--- config.mk ---
export PLATFORM = sky130hd
export DESIGN_NAME = branch_resolve_unit
export DESIGN_NICKNAME = d
export VERILOG_FILES = /design/src/rtl/branch_resolve_unit.sv
export SDC_FILE = /design/constraint.sdc
export NUM_CORES = 1
export LEC_CHECK = 0
export ABC_AREA = 1
export CORE_UTILIZATION = 30
export DETAILED_ROUTE_END_ITERATION = 8
export PLACE_DENSITY = 0.54
export SYNTH_ARGS = -nofsm -noshare
export SYNTH_HDL_FRONTEND = slang
export SYNTH_SLANG_ARGS = --single-unit
--- constraint.sdc ---
create_clock -name clk -period 10 [get_ports clk]
set_input_delay 2 -clock clk [delete_from_list [all_inputs] [get_ports clk]]
set_output_delay 2 -clock clk [all_outputs]
set_load 0.03 [all_outputs]
--- src/rtl/branch_resolve_unit.sv ---
// branch_resolve_unit: in-order prediction FIFO resolving branches at execute and driving BTB update/flush
// Optional saturating perf counters under BRU_PERF_CNT_EN.
module branch_resolve_unit #(
  parameter int XLEN      = 32,
  parameter int DEPTH     = 4,
  parameter int FLUSH_CYC = 2
) (
  input  logic            clk,
  input  logic            rst,
  input  logic            dec_push,
  input  logic [XLEN-1:0] dec_pc,
  input  logic            dec_pred_taken,
  input  logic [XLEN-1:0] dec_pred_tgt,
  output logic            pred_full,
  input  logic            ex_resolve,
  input  logic [XLEN-1:0] ex_pc,
  input  logic            ex_taken,
  input  logic [XLEN-1:0] ex_target,
  output logic            update,
  output logic [XLEN-1:0] update_pc,
  output logic [XLEN-1:0] update_target,
  output logic            mispredicted,
  output logic            flush,
  output logic [XLEN-1:0] redirect_pc,
  output logic            err,
  output logic [31:0]     perf_branches,
  output logic [31:0]     perf_mispreds
);
  localparam int PW = $clog2(DEPTH);
  localparam int FW = FLUSH_CYC > 1 ? $clog2(FLUSH_CYC) : 1;
  typedef enum logic {RUN, FLUSH} state_t;
  state_t          state;
  logic [XLEN-1:0] q_pc [DEPTH];
  logic [XLEN-1:0] q_tgt [DEPTH];
  logic [DEPTH-1:0] q_taken;
  logic [PW-1:0]   wr_ptr, rd_ptr;
  logic [PW:0]     count;
  logic [FW-1:0]   fcnt;
  logic            run, pop, push, mp, pc_bad, ovf, unf;
  logic [XLEN-1:0] act_pc;
  always_comb begin
    run       = state == RUN;
    pred_full = count == (PW+1)'(DEPTH);
    pop       = run && ex_resolve && count != '0;
    unf       = run && ex_resolve && count == '0;
    pc_bad    = ex_pc != q_pc[rd_ptr];
    mp        = pop && (ex_taken != q_taken[rd_ptr] || (ex_taken && ex_target != q_tgt[rd_ptr]) || pc_bad);
    push      = run && dec_push && (!pred_full || pop) && !mp;
    ovf       = run && dec_push && pred_full && !pop;
    act_pc    = ex_taken ? ex_target : ex_pc + XLEN'(4);
  end
  always_ff @(posedge clk)
    if (push) begin
      q_pc[wr_ptr]    <= dec_pc;
      q_tgt[wr_ptr]   <= dec_pred_tgt;
      q_taken[wr_ptr] <= dec_pred_taken;
    end
  always_ff @(posedge clk or posedge rst)
    if (rst) begin
      state         <= RUN;
      wr_ptr        <= '0;
      rd_ptr        <= '0;
      count         <= '0;
      fcnt          <= '0;
      update        <= 1'b0;
      update_pc     <= '0;
      update_target <= '0;
      mispredicted  <= 1'b0;
      flush         <= 1'b0;
      redirect_pc   <= '0;
      err           <= 1'b0;
    end else begin
      update       <= pop && (ex_taken || mp);
      mispredicted <= mp;
      if (pop) begin
        update_pc     <= ex_pc;
        update_target <= act_pc;
      end
      if (unf || ovf || (pop && pc_bad)) err <= 1'b1;
      // a mispredict discards every younger entry, including one pushed this cycle
      if (mp) begin
        wr_ptr      <= '0;
        rd_ptr      <= '0;
        count       <= '0;
        fcnt        <= '0;
        flush       <= 1'b1;
        redirect_pc <= act_pc;
        state       <= FLUSH;
      end else if (run) begin
        wr_ptr <= wr_ptr + PW'(push);
        rd_ptr <= rd_ptr + PW'(pop);
        count  <= count + (PW+1)'(push) - (PW+1)'(pop);
      end else if (fcnt == FW'(FLUSH_CYC-1)) begin
        flush <= 1'b0;
        state <= RUN;
      end else fcnt <= fcnt + 1'b1;
    end
`ifdef BRU_PERF_CNT_EN
  always_ff @(posedge clk or posedge rst)
    if (rst) begin
      perf_branches <= '0;
      perf_mispreds <= '0;
    end else begin
      if (pop && perf_branches != '1) perf_branches <= perf_branches + 1'b1;
      if (mp && perf_mispreds != '1) perf_mispreds <= perf_mispreds + 1'b1;
    end
`else
  assign perf_branches = '0;
  assign perf_mispreds = '0;
`endif
endmodule

==> qor.csv, run 1 <==
stage,metric,value,unit
run_status,status,"complete, no violations",
grt,grt.overflow.total,0,
timing,drv_slew,0,
power_and_ir_drop,p_int,3578,uW
power_and_ir_drop,power_density,282.3,nW/um^2
yosys,synth_edf_count,260,
timing,finalCritPeriodShare,58.30,%
cts,cts_setup_buffers,0,
hold_path,min_path_type,reg -> reg,
timing,rsz0062_at_grt,false,
yosys,synth_area,16780,sq um
yosys,synth_area_leaders,"edfxtp_1 (47%), dfrtp_1 (16%), nand2_1 (16%)",
floorplan,dieArea,56900,sq um
timing,setup_viol,0,
floorplan,die_h,238.5,microns
grt,grt_max_degree,98,
cts,cts_hold_buffers,0,
floorplan,start_util,30.41,%
yosys,seq_area_frac_synth,62.77,%
power_and_ir_drop,p_comb_share,38.2,%
timing,finalHoldViolCount,0,
route,drt_wl_total,55.93,mm
setup_path,slowest_delay,720,ps
timing,hold_ws,469.5,ps
power_and_ir_drop,p_seq_share,37.0,%
layout,syn_to_final_growth,24.43,%
timing,tightest_slew,1233,ps
timing,clock-skew-final,18.43,ps
layout,multiInputGateArea,5319,sq um
power_and_ir_drop,p_switching,2317,uW
setup_path,path_max_fanout,66,
setup_path,cp_cell_sequence,clkdlybuf4s50_1 -> inv_1 -> nor2_1 -> o31ai_4 -> buf_4 -> clkinv_1 -> nand2_2 -> nand4_1 -> nor2_4 -> buf_4,
power_and_ir_drop,peakVddDrop,0.1195,mV
yosys,synth_compound_area_share,2.788,%
setup_path,regToRegStartpoint,rd_ptr[0],
yosys,synth_fa_ha_area_share,0.4920,%
setup_path,critPathLaunch,ex_resolve,
grt,grt_usage,19.56,%
setup_path,r2r_end,q_tgt[2][14],
timing,max-slew-margin-rel,17.79,%
grt,grt_pass1_wl,80.61,mm
yosys,ys_ff_latch,369,
cts,path_clk_slew,60,ps
cts,root_buffer,clkbuf_16,
power_and_ir_drop,leakagePower,0.008608,uW
cts,clock_path_buffers,3,
yosys,netlist_instances,1746,
cts,htree_levels,2,
yosys,yosys.area.top_type,edfxtp_1,
yosys,yosys.area.top_type_share,46.52,%
setup_path,setup.worst_path.start_class,input port,
run,maxCapViolCount,0,
placed_design,io_buffer_count,234,
yosys,synthSimpleGateAreaFrac,25.26,%
yosys,ys.flop_type,edfxtp_1,
cts,tritoncts,yes,
setup_path,endpoint,q_tgt[2][14],
yosys,synth_top_family_by_area,simple AND/OR/NAND/NOR gates,
cts,cts_resized,0,
power_and_ir_drop,pwr-share-clk,24.8,%
route,firstDrtPassIters,5,
timing,period_needed,5830,ps
grt,grt_pass1_vias,12152,
floorplan,core,55200,sq um
route,viasPerCell,4.702,
yosys,synth_xor_area_share,1.461,%
setup_path,cp_slowest_cell,buf_4,
setup_path,crit_top_cell,buf_4,
floorplan,fp-row-count,86,
setup_path,reg2reg_depth,15,
setup_path,cp-end-kind,flip-flop,
yosys,synth_most_common_cell,nand2_1,
timing,tns,0,ps
yosys,synth_commonest_cells,"nand2_1 (709), edfxtp_1 (260), nand3_1 (210)",
yosys,ys.warnings.count,0,
floorplan,ios,299,
setup_path,reg2reg_setup_slack,4210,ps
route,wl_per_cell,20.33,microns
route,ant_nets,0,
route,vias,12935,
timing,fmax,171.5,MHz
floorplan,die_w,238.5,microns
cts,cts_sinks,369,
layout,nFillCells,5525,
yosys,avgSynthCellArea,9.613,sq um
setup_path,criticalPathCategory,in -> reg,
layout,final_nets,2105,
placed_design,gp_congestion,0.8749,
cts,numCtsBuffers,43,
yosys,synthArstFlopShare,29.54,%
yosys,muxShareOfSynthArea,0,%
power_and_ir_drop,p_sw_share,39.30,%
cts,clkLatencyLatePin,560,ps
layout,drive_above_1_share,4.502,%
route,first_iter_violations,1081,
route,drc,0,
yosys,synth_cell_types,31,
setup_path,arrival,6010,ps
setup_path,crit_required,10180,ps
layout,ff_latch_area,10540,sq um
grt,antenna_found_initial,15,
placed_design,place_hpwl,39.65,mm
[stage by stage]
step	utilization (%)	total power, uW	instance area, sq um	instances	setup slack, ps
floorplan	-	3634	17020	1809	3680
global placement	35.45	4461	19570	2668	3679
detailed placement	35.45	4479	19570	2668	3570
CTS	37.82	5953	20880	2747	4155
global route	37.83	6242	20880	2750	3703
finish	37.83	5895	20890	2751	4170
[final cells by class]
class | count | share of cell area, %
Sequential cell | 369 | 50.47
Multi-Input combinational cell | 1217 | 25.47
Timing Repair Buffer | 247 | 11.68
Clock buffer | 59 | 5.739
Tap cell | 748 | 4.481
Inverter | 87 | 1.612
Clock inverter | 20 | 0.5032
Antenna cell | 4 | 0.04793
[per-layer routing]
metal	part of all wire (%)	routed length, microns	track usage [%]
met5	0.18	103	0
met4	2.4	1348	5.925
met3	8.4	4695	4.885
met2	46	25830	31.20
met1	43	23950	26.14
[power groups by stage]
| stage | sequential, uW | clock (uW) | combinational (uW) |
|---|---|---|---|
| global placement | 2220 | 0 | 2250 |
| floorplan | 2520 | 0 | 1110 |
| finish | 2180 | 1460 | 2250 |
| detailed placement | 2210 | 0 | 2270 |
| global route | 2210 | 1560 | 2470 |
| CTS | 2190 | 1490 | 2280 |
[state kept, by name (all words and copies together) (netlist names)]
register	cells
count	3
update_target	32
fcnt	1
mispredicted	1
wr_ptr	2
redirect_pc	32
flush	1
q_taken	4
update_pc	32
state	1
update	1
err	1
q_tgt	128
q_pc	128
rd_ptr	2
[cell usage in the layout, fill, tap and decap left out, types with 3 or more instances in the layout]
cell             Yosys  layout
nand2_1            709     709
edfxtp_1           260     260
clkdlybuf4s50_1      0     234
nand3_1            210     210
dfrtp_1            109     107
inv_1               83      81
o21ai_0             71      71
conb_1               1      64
nor2_1              66      62
clkbuf_16            0      45
xor2_1              28      28
nand4_1             21      21
buf_4               70      13
clkinv_2             0      12
clkbuf_1            24      12
nor3_1              10      10
a21oi_1              8       8
a31oi_1              8       8
clkinv_1             2       7
ha_1                 5       5
diode_2              0       4
nor2_4               0       4
nand3b_1             4       4
o21ai_1              3       3
inv_4                0       3
nor4_1               3       3
[worst max-delay path: cells and delay by family]
kind | cells | cell delay (ps)
AOI/OAI and AO/OA | 1 | 300
buffers and inverters | 5 | 2110
and+or+nand+nor | 4 | 1490
[cell families (layout without fill, tap and decap cells)]
| group | after synthesis | after routing |
|---|---|---|
| flops | 369 | 369 |
| simple gates | 1028 | 1028 |
| buf+inv | 223 | 413 |
| fa+ha+maj | 6 | 6 |
| xor+xnor | 28 | 28 |
| other cells | 1 | 68 |
| compound gates | 91 | 91 |
[worst min-delay path by stage]
stage / cells after the start / slack, ps / to / from
after detailed placement: 2 / 460 / redirect_pc[23] / redirect_pc[23]
after global routing: 1 / 490 / state / fcnt
after global placement: 2 / 450 / redirect_pc[5] / redirect_pc[5]
after CTS: 1 / 480 / state / fcnt
after floorplan: 1 / 440 / state / fcnt
final: 2 / 470 / redirect_pc[7] / redirect_pc[7]
Power figures use the tool's default switching activity.
==> run 2: changes to the inputs <==
--- a/config.mk
+++ b/config.mk
@@ -8,7 +8,7 @@
 export ABC_AREA = 1
 export CORE_UTILIZATION = 30
 export DETAILED_ROUTE_END_ITERATION = 8
-export PLACE_DENSITY = 0.54
+export PLACE_DENSITY = 0.56
 export SYNTH_ARGS = -nofsm -noshare
 export SYNTH_HDL_FRONTEND = slang
 export SYNTH_SLANG_ARGS = --single-unit
==> constraint.sdc (replaced) <==
create_clock -name clk -period 4.91 [get_ports clk]
set_input_delay 0.982 -clock clk [delete_from_list [all_inputs] [get_ports clk]]
set_output_delay 0.982 -clock clk [all_outputs]
set_load 0.03 [all_outputs]
==> qor.csv, run 2 (same netlist as run 1, synthesis figures left out) <==
stage,metric,value,unit
grt,grt_max_degree,99,
route,vias,13085,
layout,mostFrequentLayoutCells,"nand2_1 (709), edfxtp_1 (260), clkdlybuf4s50_1 (234)",
timing,finalCritPeriodShare,82.39,%
run_status,status,"complete, no violations",
cts,tritoncts,yes,
floorplan,dieArea,56900,sq um
power_and_ir_drop,power_density,580.5,nW/um^2
route,wl_per_cell,20.50,microns
cts,path_clk_slew,60,ps
timing,tightest_slew,1108,ps
cts,numCtsBuffers,42,
grt,antenna_found_initial,17,
cts,root_buffer,clkbuf_16,
setup_path,path_max_fanout,65,
grt,grt_usage,19.85,%
grt,grt_pass1_wl,81.84,mm
cts,cts_sinks,369,
run,maxCapViolCount,0,
hold_path,min_path_type,reg -> reg,
route,first_iter_violations,1044,
setup_path,reg2reg_setup_slack,860,ps
route,drt_wl_total,56.74,mm
placed_design,place_hpwl,40.20,mm
cts,clkLatencyLatePin,570,ps
timing,period_needed,4045,ps
floorplan,start_util,30.41,%
route,drc,0,
timing,hold_ws,469.1,ps
setup_path,crit_required,5340,ps
layout,final_nets,2118,
floorplan,die_w,238.5,microns
hold_path,whs_path_depth,2,
grt,grt.overflow.total,0,
setup_path,criticalPathCategory,reg -> reg,
layout,syn_to_final_growth,26.31,%
cts,clock_path_buffers,3,
layout,reg.largest.list,"q_pc x128, q_tgt x128",
floorplan,fp-row-count,86,
grt,grt_pass1_vias,12431,
layout,final_common_cell,nand2_1,
floorplan,die_h,238.5,microns
route,firstDrtPassIters,5,
cts,cts_hold_buffers,0,
timing,finalHoldViolCount,0,
route,ant_nets,0,
layout,finalNonFillerCells,2768,
timing,clock-skew-final,18.14,ps
timing,setup_viol,0,
placed_design,gp_congestion,0.9030,
route,viasPerCell,4.727,
placed_design,io_buffer_count,234,
placed_design,dpl_cell_area,19760,sq um
layout,postLayoutCoreUtil,38.41,%
timing,rsz0062_at_grt,false,
layout,nFillCells,5427,
cts,htree_levels,2,
layout,drive_above_1_share,5.368,%
setup_path,reg2reg_depth,22,
setup_path,cp-end-kind,flip-flop,
cts,cts_resized,0,
floorplan,core,55200,sq um
setup_path,setup.worst_path.start_class,flip-flop,
power_and_ir_drop,leakagePower,0.008756,uW
timing,fmax,247.2,MHz
floorplan,ios,299,
timing,drv_slew,0,
setup_path,arrival,4480,ps
timing,max-slew-margin-rel,25.33,%
layout,stdcell_area,21200,sq um
power_and_ir_drop,peakVddDrop,0.2918,mV
cts,cts_setup_buffers,0,
placed_design,placed_cells,2682,
## run 2: routing by layer
| layer | routed length (microns) | up-vias | part of all wire, % | GRT usage, % |
|---|---|---|---|---|
| li1 | - | 6143 | - | - |
| met1 | 24180 | 6260 | 43 | 26.00 |
| met2 | 26080 | 558 | 46 | 31.95 |
| met3 | 4809 | 106 | 8.5 | 5.266 |
| met4 | 1546 | 18 | 2.7 | 6.216 |
| met5 | 119 | - | 0.21 | 0 |
## run 2: path summary, 6_finish.rpt
path / end / startpoint
setup / recovery: count[2] / rd_ptr[1]
max in group asynchronous: update_pc[24] / rst
hold reg to reg: redirect_pc[11] / redirect_pc[11]
setup reg to reg: count[2] / rd_ptr[1]
hold / removal: redirect_pc[11] / redirect_pc[11]
min in group asynchronous: redirect_pc[27] / rst
## run 2: layout make-up
type / count / area (sq um) / share of cell area, %
Sequential cell: 369 / 10540 / 49.71
Clock buffer: 59 / 1270 / 5.990
Timing Repair Buffer: 261 / 2633 / 12.42
Antenna cell: 8 / 20.02 / 0.09442
Tap cell: 748 / 935.9 / 4.414
Inverter: 87 / 336.6 / 1.587
Clock inverter: 19 / 147.6 / 0.6964
Multi-Input combinational cell: 1217 / 5319 / 25.09
## run 2: critical path, stage by stage (launching register included)
cell	delay, ps
dfrtp_2	430
clkinv_2	50
buf_4	690
nand3_1	260
nand2_1	140
nand2_1	50
nand2_1	60
nand2_1	50
nor2_1	100
nand2_1	110
nor2_1	170
nand2_1	140
nand2_2	90
nand4_1	110
ha_1	290
inv_1	60
ha_1	130
inv_1	50
fa_1	370
a21oi_1	140
o21ai_0	120
xor2_1	170
nor2_1	70
## run 2: power by group
group | internal, uW | switching [uW] | leakage, uW
Sequential | 4060 | 418 | 0.00371
Combinational | 1570 | 3070 | 0.00435
Clock | 1910 | 1290 | 0.000702
Total | 7530 | 4780 | 0.00876
## run 2: per-stage QoR
stage | total power [uW] | worst slack, ps | TNS, ps
4_1_cts | 12420 | 800.6 | 0
2_1_floorplan | 7402 | -392.2 | -101980
3_3_place_gp | 9157 | 731.8 | 0
3_5_place_dp | 9202 | 726.7 | 0
6_report | 12310 | 864.7 | 0
5_1_grt | 13000 | 640.5 | 0
==> run 3: changes to the inputs <==
--- a/config.mk
+++ b/config.mk
@@ -8,7 +8,7 @@
 export ABC_AREA = 1
 export CORE_UTILIZATION = 30
 export DETAILED_ROUTE_END_ITERATION = 8
-export PLACE_DENSITY = 0.56
+export PLACE_DENSITY = 0.54
 export SYNTH_ARGS = -nofsm -noshare
 export SYNTH_HDL_FRONTEND = slang
 export SYNTH_SLANG_ARGS = --single-unit
==> constraint.sdc (replaced) <==
create_clock -name clk -period 3.85 [get_ports clk]
set_input_delay 0.77 -clock clk [delete_from_list [all_inputs] [get_ports clk]]
set_output_delay 0.77 -clock clk [all_outputs]
set_load 0.03 [all_outputs]
==> qor.csv, run 3 (same netlist as run 1, synthesis figures left out) <==
stage,metric,value,unit
grt,grt_usage,20.07,%
cts,htree_levels,2,
timing,setup_viol,0,
layout,final_common_cell,nand2_1,
floorplan,ios,299,
grt,grt.overflow.total,0,
cts,tritoncts,yes,
cts,clkLatencyLatePin,570,ps
timing,max-slew-margin-rel,35.23,%
cts,numCtsBuffers,42,
timing,fmax,280.3,MHz
floorplan,dieArea,56900,sq um
cts,cts_setup_buffers,0,
timing,tightest_slew,971.5,ps
power_and_ir_drop,power_density,719.7,nW/um^2
grt,grt_max_degree,92,
run,maxCapViolCount,0,
cts,path_clk_slew,60,ps
setup_path,crit_required,4340,ps
cts,clock_path_buffers,3,
setup_path,setup.worst_path.start_class,flip-flop,
route,wl_per_cell,19.90,microns
timing,rsz0062_at_grt,false,
layout,reg.largest.list,"q_pc x128, q_tgt x128",
setup_path,criticalPathCategory,reg -> reg,
route,firstDrtPassIters,6,
route,first_iter_violations,774,
timing,clock-skew-final,27.38,ps
timing,drv_slew,0,
hold_path,min_path_type,reg -> reg,
route,vias,13282,
timing,tns,0,ps
setup_path,cp-end-kind,flip-flop,
route,ant_nets,0,
timing,period_needed,3567,ps
layout,ff_latch_area,10540,sq um
cts,cts_sinks,369,
route,drt_wl_total,56.82,mm
route,drc,0,
floorplan,core,55200,sq um
layout,finalNonFillerCells,2855,
setup_path,arrival,4060,ps
layout,multiInputGateArea,5319,sq um
floorplan,die_w,238.5,microns
cts,root_buffer,clkbuf_16,
grt,antenna_found_initial,19,
run_status,status,"complete, no violations",
placed_design,place_hpwl,41.64,mm
route,viasPerCell,4.652,
layout,final_nets,2210,
timing,finalHoldViolCount,0,
layout,mostFrequentLayoutCells,"nand2_1 (709), edfxtp_1 (260), clkdlybuf4s50_1 (234)",
floorplan,die_h,238.5,microns
grt,grt_pass1_wl,83.57,mm
placed_design,placed_cells,2774,
floorplan,start_util,30.41,%
floorplan,fp-row-count,86,
layout,syn_to_final_growth,31.02,%
layout,nFillCells,5432,
setup_path,path_max_fanout,29,
timing,finalCritPeriodShare,92.66,%
grt,grt_pass1_vias,12698,
power_and_ir_drop,peakVddDrop,0.3634,mV
placed_design,io_buffer_count,234,
layout,postLayoutCoreUtil,39.84,%
layout,drive_above_1_share,9.272,%
power_and_ir_drop,leakagePower,0.009231,uW
placed_design,gp_congestion,0.9522,
-- run 3: metrics by stage --
| stage | hold slack (ps) | power (uW) | setup WS, ps | cell area [sq um] |
|---|---|---|---|---|
| global placement | 455.1 | 11900 | -63.89 | 20600 |
| finish | 468.7 | 15830 | 282.7 | 21990 |
| global route | 495.8 | 16760 | 27.07 | 21990 |
| CTS | 472.4 | 15990 | 207.5 | 21970 |
| floorplan | 436.9 | 9429 | -231.7 | 17030 |
| detailed placement | 458.3 | 11950 | -52.65 | 20600 |
-- run 3: critical path, cell delays in order (launching register included) --
cell     delay, ps
dfrtp_4        540
inv_6          140
buf_12         190
nand2_1         70
nand3_1        120
nand3_1         90
nand2_1         90
nand2_1         60
nor2_1         100
nand2_1         80
nor2_1         170
nand2_1        140
nand2_2         90
nand4_1        130
ha_1           300
inv_1           50
ha_1           130
inv_1           50
fa_1           380
a21oi_1        140
o21ai_0        120
xor2_1         160
nor2_1         120
-- run 3: worst paths after layout --
kind | startpoint | cells after the start | slack (ps) | end
max | rd_ptr[0] | 22 | 280 | count[2]
min | redirect_pc[16] | 2 | 470 | redirect_pc[16]
max reg2reg | rd_ptr[0] | 22 | 280 | count[2]
min reg2reg | redirect_pc[16] | 2 | 470 | redirect_pc[16]
max in group asynchronous | rst | 3 | 2350 | update_target[16]
min in group asynchronous | rst | 2 | 750 | update_target[31]
-- run 3: where the power goes --
| part | switching, uW | internal [uW] | leakage (uW) |
|---|---|---|---|
| registers | 470 | 5180 | 0.00371 |
| logic | 4010 | 2170 | 0.00485 |
| clock network | 1600 | 2390 | 0.000674 |
| total | 6080 | 9740 | 0.00923 |
-- run 3: per-layer routing --
metal  vias up  track usage, %  part of all wire, %
li1       6314               -                    -
met1      6320           26.20                   43
met2       513           33.24                   48
met3       115           4.284                  6.4
met4        20           6.255                  2.6
met5         -               0                 0.22
-- run 3: layout make-up --
class	instances	share of cell area, %
inverters	87	1.542
well taps	748	4.256
repair buffers	353	15.81
clock inverters	13	0.6600
clock buffers	64	5.570
flip-flops and latches	369	47.93
multi-input cells	1217	24.19
diodes	4	0.04552
-- run 3: repair_timing --
item	CTS	global route
hold buffers	0	0
endpoints found under the setup margin	0	1
resized for setup	0	3
